==> config.mk <==
export PLATFORM = sky130hd
export DESIGN_NAME = eth_axis_pkt_gen
export DESIGN_NICKNAME = d
export VERILOG_FILES = /design/src/rtl/eth_pkt_pkg.sv /design/src/rtl/eth_pkt_beat_fmt.sv /design/src/rtl/eth_axis_pkt_gen.sv
export SDC_FILE = /design/constraint.sdc
export NUM_CORES = 1
export LEC_CHECK = 0
export CORE_ASPECT_RATIO = 1.75
export CORE_MARGIN = 3
export CORE_UTILIZATION = 40
export DETAILED_ROUTE_END_ITERATION = 7
export SYNTH_ARGS = -nofsm -noshare
export SYNTH_HDL_FRONTEND = slang
export SYNTH_SLANG_ARGS = --single-unit
==> constraint.sdc <==
create_clock -name clock -period 4.1 [get_ports clock]
set_input_delay 1.23 -clock clock [delete_from_list [all_inputs] [get_ports clock]]
set_output_delay 1.23 -clock clock [all_outputs]
set_load 0.05 [all_outputs]
==> src/rtl/eth_pkt_pkg.sv <==
// Shared state encoding, header layout and beat geometry for the Ethernet AXIS
// packet generator.
package eth_pkt_pkg;

   typedef enum logic [1:0] {
      ST_IDLE,
      ST_DATA,
      ST_GAP
   } gen_state_t;

   localparam int DST_OFS     = 0;
   localparam int SRC_OFS     = 6;
   localparam int TYPE_OFS    = 12;
   localparam int PAYLOAD_OFS = 14;
   localparam int SEQ_LEN     = 4;

   localparam int BEAT_BYTES  = 8;
   localparam int DATA_W      = 8 * BEAT_BYTES;
   // 13 bits of beat index plus 3 lane bits span the full 16-bit length range.
   localparam int BEAT_IDX_W  = 13;

   typedef struct packed {
      logic [47:0] dst;
      logic [47:0] src;
      logic [15:0] ethertype;
   } eth_hdr_t;

   function automatic logic [15:0] clamp_len(input logic [15:0] len,
                                             input logic [15:0] lo,
                                             input logic [15:0] hi);
      if (len < lo) return lo;
      if (len > hi) return hi;
      return len;
   endfunction

endpackage

==> src/rtl/eth_pkt_beat_fmt.sv <==
// Combinational beat formatter: maps beat beat_idx of a frame onto the 8 AXIS lanes.
// Build option ETH_PKT_GEN_SEQNUM_EN inserts a 32-bit sequence number after the ethertype.
module eth_pkt_beat_fmt
   import eth_pkt_pkg::*;
(
   input  logic [BEAT_IDX_W-1:0] beat_idx,
   input  eth_hdr_t              hdr,
   input  logic [15:0]           len,
   input  logic [31:0]           seq,
   output logic [DATA_W-1:0]     tdata,
   output logic [BEAT_BYTES-1:0] tkeep,
   output logic                  tlast
);

`ifndef ETH_PKT_GEN_SEQNUM_EN
   logic unused_seq;
   assign unused_seq = ^seq;
`endif

   always_comb begin
      logic [BEAT_IDX_W+2:0] n;
      int                    k;
      logic [7:0]            b;
      // NOTE: every output gets a default before the loop so no path leaves
      // a bit unassigned, which would otherwise infer a latch.
      tdata = '0;
      tkeep = '0;
      n     = '0;
      k     = 0;
      b     = '0;
      for (int l = 0; l < BEAT_BYTES; l++) begin
         n = {beat_idx, 3'(l)};
         k = int'(n);
         if (k < SRC_OFS)
            b = hdr.dst[8*(SRC_OFS-1-(k-DST_OFS)) +: 8];
         else if (k < TYPE_OFS)
            b = hdr.src[8*(TYPE_OFS-1-k) +: 8];
         else if (k < PAYLOAD_OFS)
            b = hdr.ethertype[8*(PAYLOAD_OFS-1-k) +: 8];
`ifdef ETH_PKT_GEN_SEQNUM_EN
         else if (k < PAYLOAD_OFS + SEQ_LEN)
            b = seq[8*(PAYLOAD_OFS+SEQ_LEN-1-k) +: 8];
         else
            b = 8'(k - PAYLOAD_OFS - SEQ_LEN);
`else
         else
            b = 8'(k - PAYLOAD_OFS);
`endif
         // Lanes past the end of the frame stay zero with their keep bit clear.
         if (n < len) begin
            tdata[8*l +: 8] = b;
            tkeep[l]        = 1'b1;
         end
      end
      tlast = (beat_idx == BEAT_IDX_W'((len - 16'd1) >> 3));
   end

endmodule

==> src/rtl/eth_axis_pkt_gen.sv <==
// Ethernet test-frame generator driving a 64-bit AXIS stream toward the MAC TX FIFO.
// Build option ETH_PKT_GEN_SEQNUM_EN adds a per-burst frame sequence number to the payload.
module eth_axis_pkt_gen
   import eth_pkt_pkg::*;
#(
   parameter int MAX_FRAME_LEN = 9014,
   parameter int MIN_FRAME_LEN = 60
) (
   input  logic                  clock,
   input  logic                  resetn,
   input  logic                  start,
   input  logic                  stop,
   input  logic [15:0]           frame_len,
   input  logic [31:0]           frame_count,
   input  logic [47:0]           dst_mac,
   input  logic [47:0]           src_mac,
   input  logic [15:0]           ethertype,
   input  logic [7:0]            gap_cycles,
   output logic [DATA_W-1:0]     tx_axis_tdata,
   output logic [BEAT_BYTES-1:0] tx_axis_tkeep,
   output logic                  tx_axis_tvalid,
   output logic                  tx_axis_tlast,
   output logic                  tx_axis_tuser,
   input  logic                  tx_axis_tready,
   output logic                  busy,
   output logic [31:0]           sent_count
);

   gen_state_t             state;
   eth_hdr_t               hdr_q, fmt_hdr;
   logic [15:0]            len_q, fmt_len;
   logic [31:0]            count_q, seq_q, fmt_seq;
   logic [7:0]             gap_q, gap_cnt;
   logic [BEAT_IDX_W-1:0]  beat_q, fmt_beat;
   logic                   stop_q;
   logic [DATA_W-1:0]      fmt_data;
   logic [BEAT_BYTES-1:0]  fmt_keep;
   logic                   fmt_last;
   logic                   hs, stop_now, count_done, gap_done;

   assign hs            = tx_axis_tvalid && tx_axis_tready;
   assign stop_now      = stop_q || stop;
   assign count_done    = (count_q != 32'd0) && (sent_count + 32'd1 == count_q);
   assign gap_done      = (count_q != 32'd0) && (sent_count == count_q);
   assign busy          = (state != ST_IDLE);
   assign tx_axis_tuser = 1'b0;

   // Select the beat to be loaded on the next edge: live inputs while idle so
   // the first beat is valid one cycle after start, latched config otherwise.
   always_comb begin
      fmt_hdr  = hdr_q;
      fmt_len  = len_q;
      fmt_seq  = seq_q;
      fmt_beat = '0;
      unique case (state)
         ST_IDLE: begin
            fmt_hdr = '{dst: dst_mac, src: src_mac, ethertype: ethertype};
            fmt_len = clamp_len(frame_len, 16'(MIN_FRAME_LEN), 16'(MAX_FRAME_LEN));
            fmt_seq = '0;
         end
         ST_DATA: begin
            if (tx_axis_tlast) fmt_seq  = seq_q + 32'd1;
            else               fmt_beat = beat_q + BEAT_IDX_W'(1);
         end
         default: ;
      endcase
   end

   eth_pkt_beat_fmt u_beat_fmt (
      .beat_idx (fmt_beat),
      .hdr      (fmt_hdr),
      .len      (fmt_len),
      .seq      (fmt_seq),
      .tdata    (fmt_data),
      .tkeep    (fmt_keep),
      .tlast    (fmt_last)
   );

   always_ff @(posedge clock or negedge resetn) begin
      if (!resetn) begin
         state          <= ST_IDLE;
         hdr_q          <= '0;
         len_q          <= '0;
         count_q        <= '0;
         gap_q          <= '0;
         gap_cnt        <= '0;
         beat_q         <= '0;
         seq_q          <= '0;
         stop_q         <= 1'b0;
         sent_count     <= '0;
         tx_axis_tdata  <= '0;
         tx_axis_tkeep  <= '0;
         tx_axis_tvalid <= 1'b0;
         tx_axis_tlast  <= 1'b0;
      end else begin
         // NOTE: non-blocking assignments throughout, so every branch reads the
         // pre-edge register values regardless of statement order.
         if (state != ST_IDLE && stop) stop_q <= 1'b1;
         unique case (state)
            ST_IDLE: begin
               stop_q <= 1'b0;
               if (start) begin
                  hdr_q          <= fmt_hdr;
                  len_q          <= fmt_len;
                  count_q        <= frame_count;
                  gap_q          <= gap_cycles;
                  sent_count     <= '0;
                  seq_q          <= '0;
                  beat_q         <= '0;
                  tx_axis_tdata  <= fmt_data;
                  tx_axis_tkeep  <= fmt_keep;
                  tx_axis_tlast  <= fmt_last;
                  tx_axis_tvalid <= 1'b1;
                  state          <= ST_DATA;
               end
            end
            ST_DATA: begin
               if (hs) begin
                  tx_axis_tdata <= fmt_data;
                  tx_axis_tkeep <= fmt_keep;
                  tx_axis_tlast <= fmt_last;
                  beat_q        <= fmt_beat;
                  if (tx_axis_tlast) begin
                     sent_count <= sent_count + 32'd1;
                     seq_q      <= fmt_seq;
                     if (gap_q != 8'd0) begin
                        gap_cnt        <= gap_q;
                        tx_axis_tvalid <= 1'b0;
                        state          <= ST_GAP;
                     end else if (count_done || stop_now) begin
                        tx_axis_tvalid <= 1'b0;
                        state          <= ST_IDLE;
                     end
                  end
               end
            end
            ST_GAP: begin
               if (stop_now || (gap_cnt == 8'd1 && gap_done)) begin
                  state <= ST_IDLE;
               end else if (gap_cnt == 8'd1) begin
                  tx_axis_tdata  <= fmt_data;
                  tx_axis_tkeep  <= fmt_keep;
                  tx_axis_tlast  <= fmt_last;
                  tx_axis_tvalid <= 1'b1;
                  state          <= ST_DATA;
               end else begin
                  gap_cnt <= gap_cnt - 8'd1;
               end
            end
            default: state <= ST_IDLE;
         endcase
      end
   end

endmodule

### Word-level counts from Yosys, hierarchy flattened

Cells that the tools add are included.

* output and inout bits: 108
* register bits: 298
* input bits: 173

* shift-type cells: 22
* add/sub/neg operators: 34
* reduce and logical (&&, ||, !) cells: 23
* equal/unequal tests: 15
* order comparisons: 32
* multiplexer cells: 97

Operator list (count)
* 48-bit by 32-bit variable part select with 8-bit output: 14
* 8-bit 2-to-1 mux: 39
* 4-bit by 16-bit subtractor with 17-bit output (first input constant): 16
* 16-bit by 4-bit less-than comparator with 1-bit output (second input constant): 16
* 64-bit 2-to-1 mux: 4
* 16-bit by 32-bit variable part select with 8-bit output: 8
* 64-bit one-hot mux with 3 select lines: 1
* 16-bit less-than comparator: 8
* 112-bit 2-to-1 mux: 1
* 3-bit by 16-bit subtractor with 17-bit output (first input constant): 6
* 16-bit by 3-bit less-than comparator with 1-bit output (second input constant): 6
* 32-bit 2-to-1 mux: 3
* 16-bit 2-to-1 mux: 5
* 32-bit == test: 2
* 32-bit one-hot mux with 2 select lines: 1
* 8-bit by 4-bit subtractor with 8-bit output (second input constant): 8
* 13-bit 2-to-1 mux: 4
* 32-bit by 1-bit adder with 32-bit output (second input constant): 1
* 32-bit nonzero test: 1
* 1-bit 2-to-1 mux: 26
* 13-bit one-hot mux with 2 select lines: 1
* 8-bit one-hot mux with 3 select lines: 1
* 16-bit by 14-bit greater-than comparator with 1-bit output (second input constant): 1
* 16-bit by 6-bit less-than comparator with 1-bit output (second input constant): 1
* 25 further kinds: 49

### Depth between registers and ports, before layout

* word-level depth: 13
* depth in mapped cells: 17
* gate-level depth less buffers: 15

### Hierarchy

A second synthesis with hierarchy kept.

* cells, all modules: 2396
* area, all modules: 19052.0 µm²

By module, submodules not included
* eth_axis_pkt_gen: cells each 2065, seq. area each 8257.9 µm², instances 1, area an instance 17036.3 µm²
* eth_pkt_beat_fmt: cells each 331, seq. area each 0.0 µm², instances 1, area an instance 2015.7 µm²

### Worst setup path before layout

Ideal clock, no wire load.

* path kind: in2reg
* start: in frame_len[11]
* end: reg tx_axis_tdata[48]
* arrival: 4443 ps
* path slack: -435 ps
* cell stages on the path: 15
* setup time: 92 ps
* path through: nor3_2 -> nand3_1 -> o21a_1 -> or2_2 -> o21ai_0 -> inv_1 -> ha_1 -> a21o_1 -> a21o_1 -> a2111oi_4 -> a21boi_4 -> o21a_1 -> buf_4 -> o21ai_2 -> o31ai_2

* cells in the longest elaborated chain, start to end: 12

RTL lines
* start, declared: line eth_axis_pkt_gen.sv:13 `input logic [15:0] frame_len,`
* 16-bit by 14-bit greater-than comparator with 1-bit output: line eth_pkt_pkg.sv:32 `if (len > hi) return hi;`
* 1-bit 2-to-1 mux (2 in a row): line eth_pkt_pkg.sv:32
* 1-bit 2-to-1 mux: line eth_axis_pkt_gen.sv:55 `unique case (state)`
* 16-bit 2-to-1 mux: line eth_pkt_pkg.sv:33 `return len;`
* 16-bit 2-to-1 mux *: line eth_pkt_pkg.sv:32
* 16-bit 2-to-1 mux *: line eth_axis_pkt_gen.sv:55
* 16-bit less-than comparator *: line eth_pkt_beat_fmt.sv:50 `if (n < len) begin`
* 8-bit 2-to-1 mux *: line eth_pkt_beat_fmt.sv:50
* 64-bit 2-to-1 mux: line eth_axis_pkt_gen.sv:140 `end else if (gap_cnt == 8'd1) begin`
* 64-bit 2-to-1 mux: line eth_axis_pkt_gen.sv:138 `if (stop_now || (gap_cnt == 8'd1 && gap_done)) begin`
* 64-bit one-hot mux with 3 select lines *: line eth_axis_pkt_gen.sv:99 `unique case (state)`
* end signal, assigned: line eth_axis_pkt_gen.sv:110 `tx_axis_tdata <= fmt_data;`
* end signal, assigned: line eth_axis_pkt_gen.sv:119 `tx_axis_tdata <= fmt_data;`
* end signal, assigned: line eth_axis_pkt_gen.sv:141 `tx_axis_tdata <= fmt_data;`
* end, declared: line eth_axis_pkt_gen.sv:19 `output logic [DATA_W-1:0] tx_axis_tdata,`

Every way passes the cells marked *; elsewhere a longest branch is shown, timed or not. The select of a mux whose other input is x is not followed.
A chain may end at the register's enable or synchronous reset.

### Final worst setup path

* start: in frame_len[5]
* end: reg tx_axis_tdata[49]

The elaborated chain is that of the path after synthesis.

==> results.md <==
* Clk root buf: clkbuf_16
* CP bufs+invs at 2
* Setup Viol. Count Final at 0
* Remaining global-route overflow at 0
* I/O Buffers at 279
* CP Launch Type: primary input
* Post-synth top area share at 45.3%
* Synth top area cells: dfrtp_1 45%, nand2_1 15%, mux2i_1 5.9%
* Clk slew on worst S/H paths at 60 ps
* WL final at 57700 um
* Main flop type after synthesis: dfrtp_1
* DR pass1 iterations at 5
* Max Clock Freq at 253 MHz
* Initial antenna violation count at 1
* Fin crit period at 3950 ps
* Synthesized area at 0.0165 sq mm
* Synth-to-Final Area Change at 33.5%
* Mapped Nets at 2119
* Number of synthesis warnings at 0
* Non-filler cells, final at 2832
* Critical path arrival at 4440 ps
* DP Worst Slack at -782 ps
* Gr usage total at 25.8%
* Share of cells above drive strength 1 at 10.9%
* Crit-path max FO at 5
* Clock Power Share at 16.9%
* Pint at 10.3 mW
* Static leakage at 9.99 nW
* DP Cell Count at 2767
* Clock latency on the worst-skew pair at 580 ps
* Slowest CP cell: clkdlybuf4s50_1
* Number of synthesized register bits at 298
* Num CTS Buffers at 30
* Core ar. at 0.0403 sq mm
* Final net count at 2455
* CP startpoint: frame_len[5]
* Worst-path cell chain: clkdlybuf4s50_1, nand2_1, o21a_1, o21a_1, or2_4, o21ai_4, inv_1, ha_4, a21o_1, a21o_1, a2111oi_4, a21boi_4, o21a_4, o21ai_4, o31ai_2
* Family with the most delay on the worst path: compound AO/OA/AOI/OAI gates
* Hold Path Class: flop to flop
* Worst relative slew slack at 27.0%
* Starting Density at 40.8%
* Seq pwr share at 26.6%
* Setup CP Type: primary input to flop
* Gpl congestion at 0.978
* Run status: finished clean
* CTS Buffer Depth at 3
* Peak VDD IR at 608 uV
* Final Hold Viols at 0
* Vias per cell at 5.38
* Top cell type by total area after synthesis: dfrtp_1
* Netlist cell types at 78
* Final antenna-violating net count at 0
* IO Pins at 281
* Async set-reset flop share out of synthesis at 100%
* Die Width at 159 um
* CTS H-Tree Depth at 1
* Row cnt at 97
* Max-cap violations at 0
* Die span in y at 274 um
* Commonest cells in the netlist: 644 x nand2_1, 298 x dfrtp_1, 107 x o21ai_0
* Wire length per cell at 20.4 um
* Final Util at 54.5%
* TNS Setup at 0 ps
* RSZ-0062 raised after global routing: no
* Avg Inst Size Synth at 8.55 sq um
* Placed wire-length estimate at 41700 um
* Worst Skew at 13.0 ps
* Sw Ratio at 45.8%
* Vias in the first global route at 16.0k
* Comb power frac at 56.5%
* CTS tree: yes
* Max Slew Vio Count at 0
* Sequential share of the synthesized area at 45.3%
* DIE AREA at 0.0437 sq mm
* Final Cycle Share at 96.5%
* Most common cell in the netlist: nand2_1
* Pin count of the biggest net entering global routing at 101
* DRC at 0
* Initial drt markers at 851
* Via count at 15.2k
* CP Data Required Time at 4590 ps
* First-pass GRT wire length at 89600 um
* Final worst slack at 145 ps
* Final hold slack at 472 ps
* Worst R2R Start: beat_q[0]
* NetSw at 8.73 mW
* Worst Tran Pin Value at 1090 ps
* Setup crit end kind: flop
* Post-synth EDFFs at 0
* Slowest Stage Delay on Critical Path at 480 ps
* Synthesized instance count at 1925
* HP Start: hdr_q[91]
* Sinks on Clock Net at 298
* Power Density at 866 mW/mm^2
==> layout make-up <==
class / instances / area (sq um)
Antenna cell: 3 / 7.51
Clock buffer: 37 / 848
Clock inverter: 19 / 314
Fill cell: 3828 / 18300
Inverter: 28 / 105
Multi-Input combinational cell: 1483 / 8560
Sequential cell: 298 / 7460
Tap cell: 544 / 681
Timing Repair Buffer: 420 / 4000
==> kinds of logic after synthesis <==
logic type / count (synthesis) / synth area share (%)
AND/OR/NAND/NOR: 924 / 24.4
AO/OA/AOI/OAI: 359 / 14.9
flip-flops: 298 / 45.3
buffers and inverters: 145 / 3.54
multiplexers: 102 / 6.24
XOR/XNOR: 75 / 3.99
adder cells (fa/ha/maj): 21 / 1.60
other: 1 / 0.0228
==> power groups by stage <==
stage          clock network, mW  registers [mW]  logic [mW]
5_1_grt                     3.41            5.21        11.7
2_1_floorplan                  0            5.85        5.70
3_5_place_dp                   0            5.09        10.6
6_report                    3.22            5.06        10.8
3_3_place_gp                   0            5.07        10.4
4_1_cts                     3.30            5.06        10.7
==> registers in the layout, indices dropped and copies added, names as in the netlist, 2 cells and up <==
register and flops:
state 2, count_q 32, tx_axis_tkeep 8, len_q 16, beat_q 13, hdr_q 112, tx_axis_tdata 64, gap_q 8
sent_count 32, gap_cnt 8
==> worst register-to-register path, cell delays in order (launching register included) <==
cell and delay, ps:
dfrtp_1 440, ha_1 240, and3_1 310, nand4_1 150
xor2_1 200, nor2_1 180, or4_1 580, nor4_2 300
buf_12 270, nand3_1 130, o21ai_1 350, o21ai_0 230
a32o_1 290
==> stage by stage <==
| step | power [mW] | cell area, sq um |
|---|---|---|
| after detailed placement | 15.7 | 20700 |
| after floorplan | 11.6 | 16500 |
| after CTS | 19.1 | 21900 |
| final | 19.0 | 22000 |
| after global routing | 20.3 | 22000 |
| after global placement | 15.5 | 20700 |
==> layout by cell type (no fill, tap or decap), types with 31 or more instances in the layout <==
cell type	synthesis	routed
a22o_1	37	37
nand3_1	37	36
clkdlybuf4s50_1	0	272
dfrtp_1	298	298
xor2_1	49	49
nand2_1	644	642
clkbuf_16	0	31
buf_4	2	131
o21ai_0	107	97
a21oi_1	64	63
mux2i_1	97	97
nor2_1	73	70
==> routing by layer <==
layer	up-vias	GRT usage [%]	routed length [um]
li1	7319	-	-
met1	7325	26.1	20000
met2	461	49.6	31100
met3	141	5.55	3390
met4	0	12.8	3220
met5	-	0	0
==> final timing paths <==
path / to / slack [ps] / cells after the start
worst min-delay path: hdr_q[91] / 470 / 2
min in group asynchronous: gap_cnt[6] / 670 / 1
worst min register to register: hdr_q[91] / 470 / 2
max in group asynchronous: hdr_q[82] / 2560 / 2
worst max-delay path: tx_axis_tdata[49] / 150 / 15
worst max register to register: tx_axis_tdata[28] / 310 / 12
==> repair_timing <==
item                                    CTS  global route
setup buffers                             4             1
resized for setup                        11            21
endpoints found under the setup margin   28            60
cloned                                    1             0
pin swaps                                 2            11
hold buffers                              0             0
(Power assumes the default switching activity.)
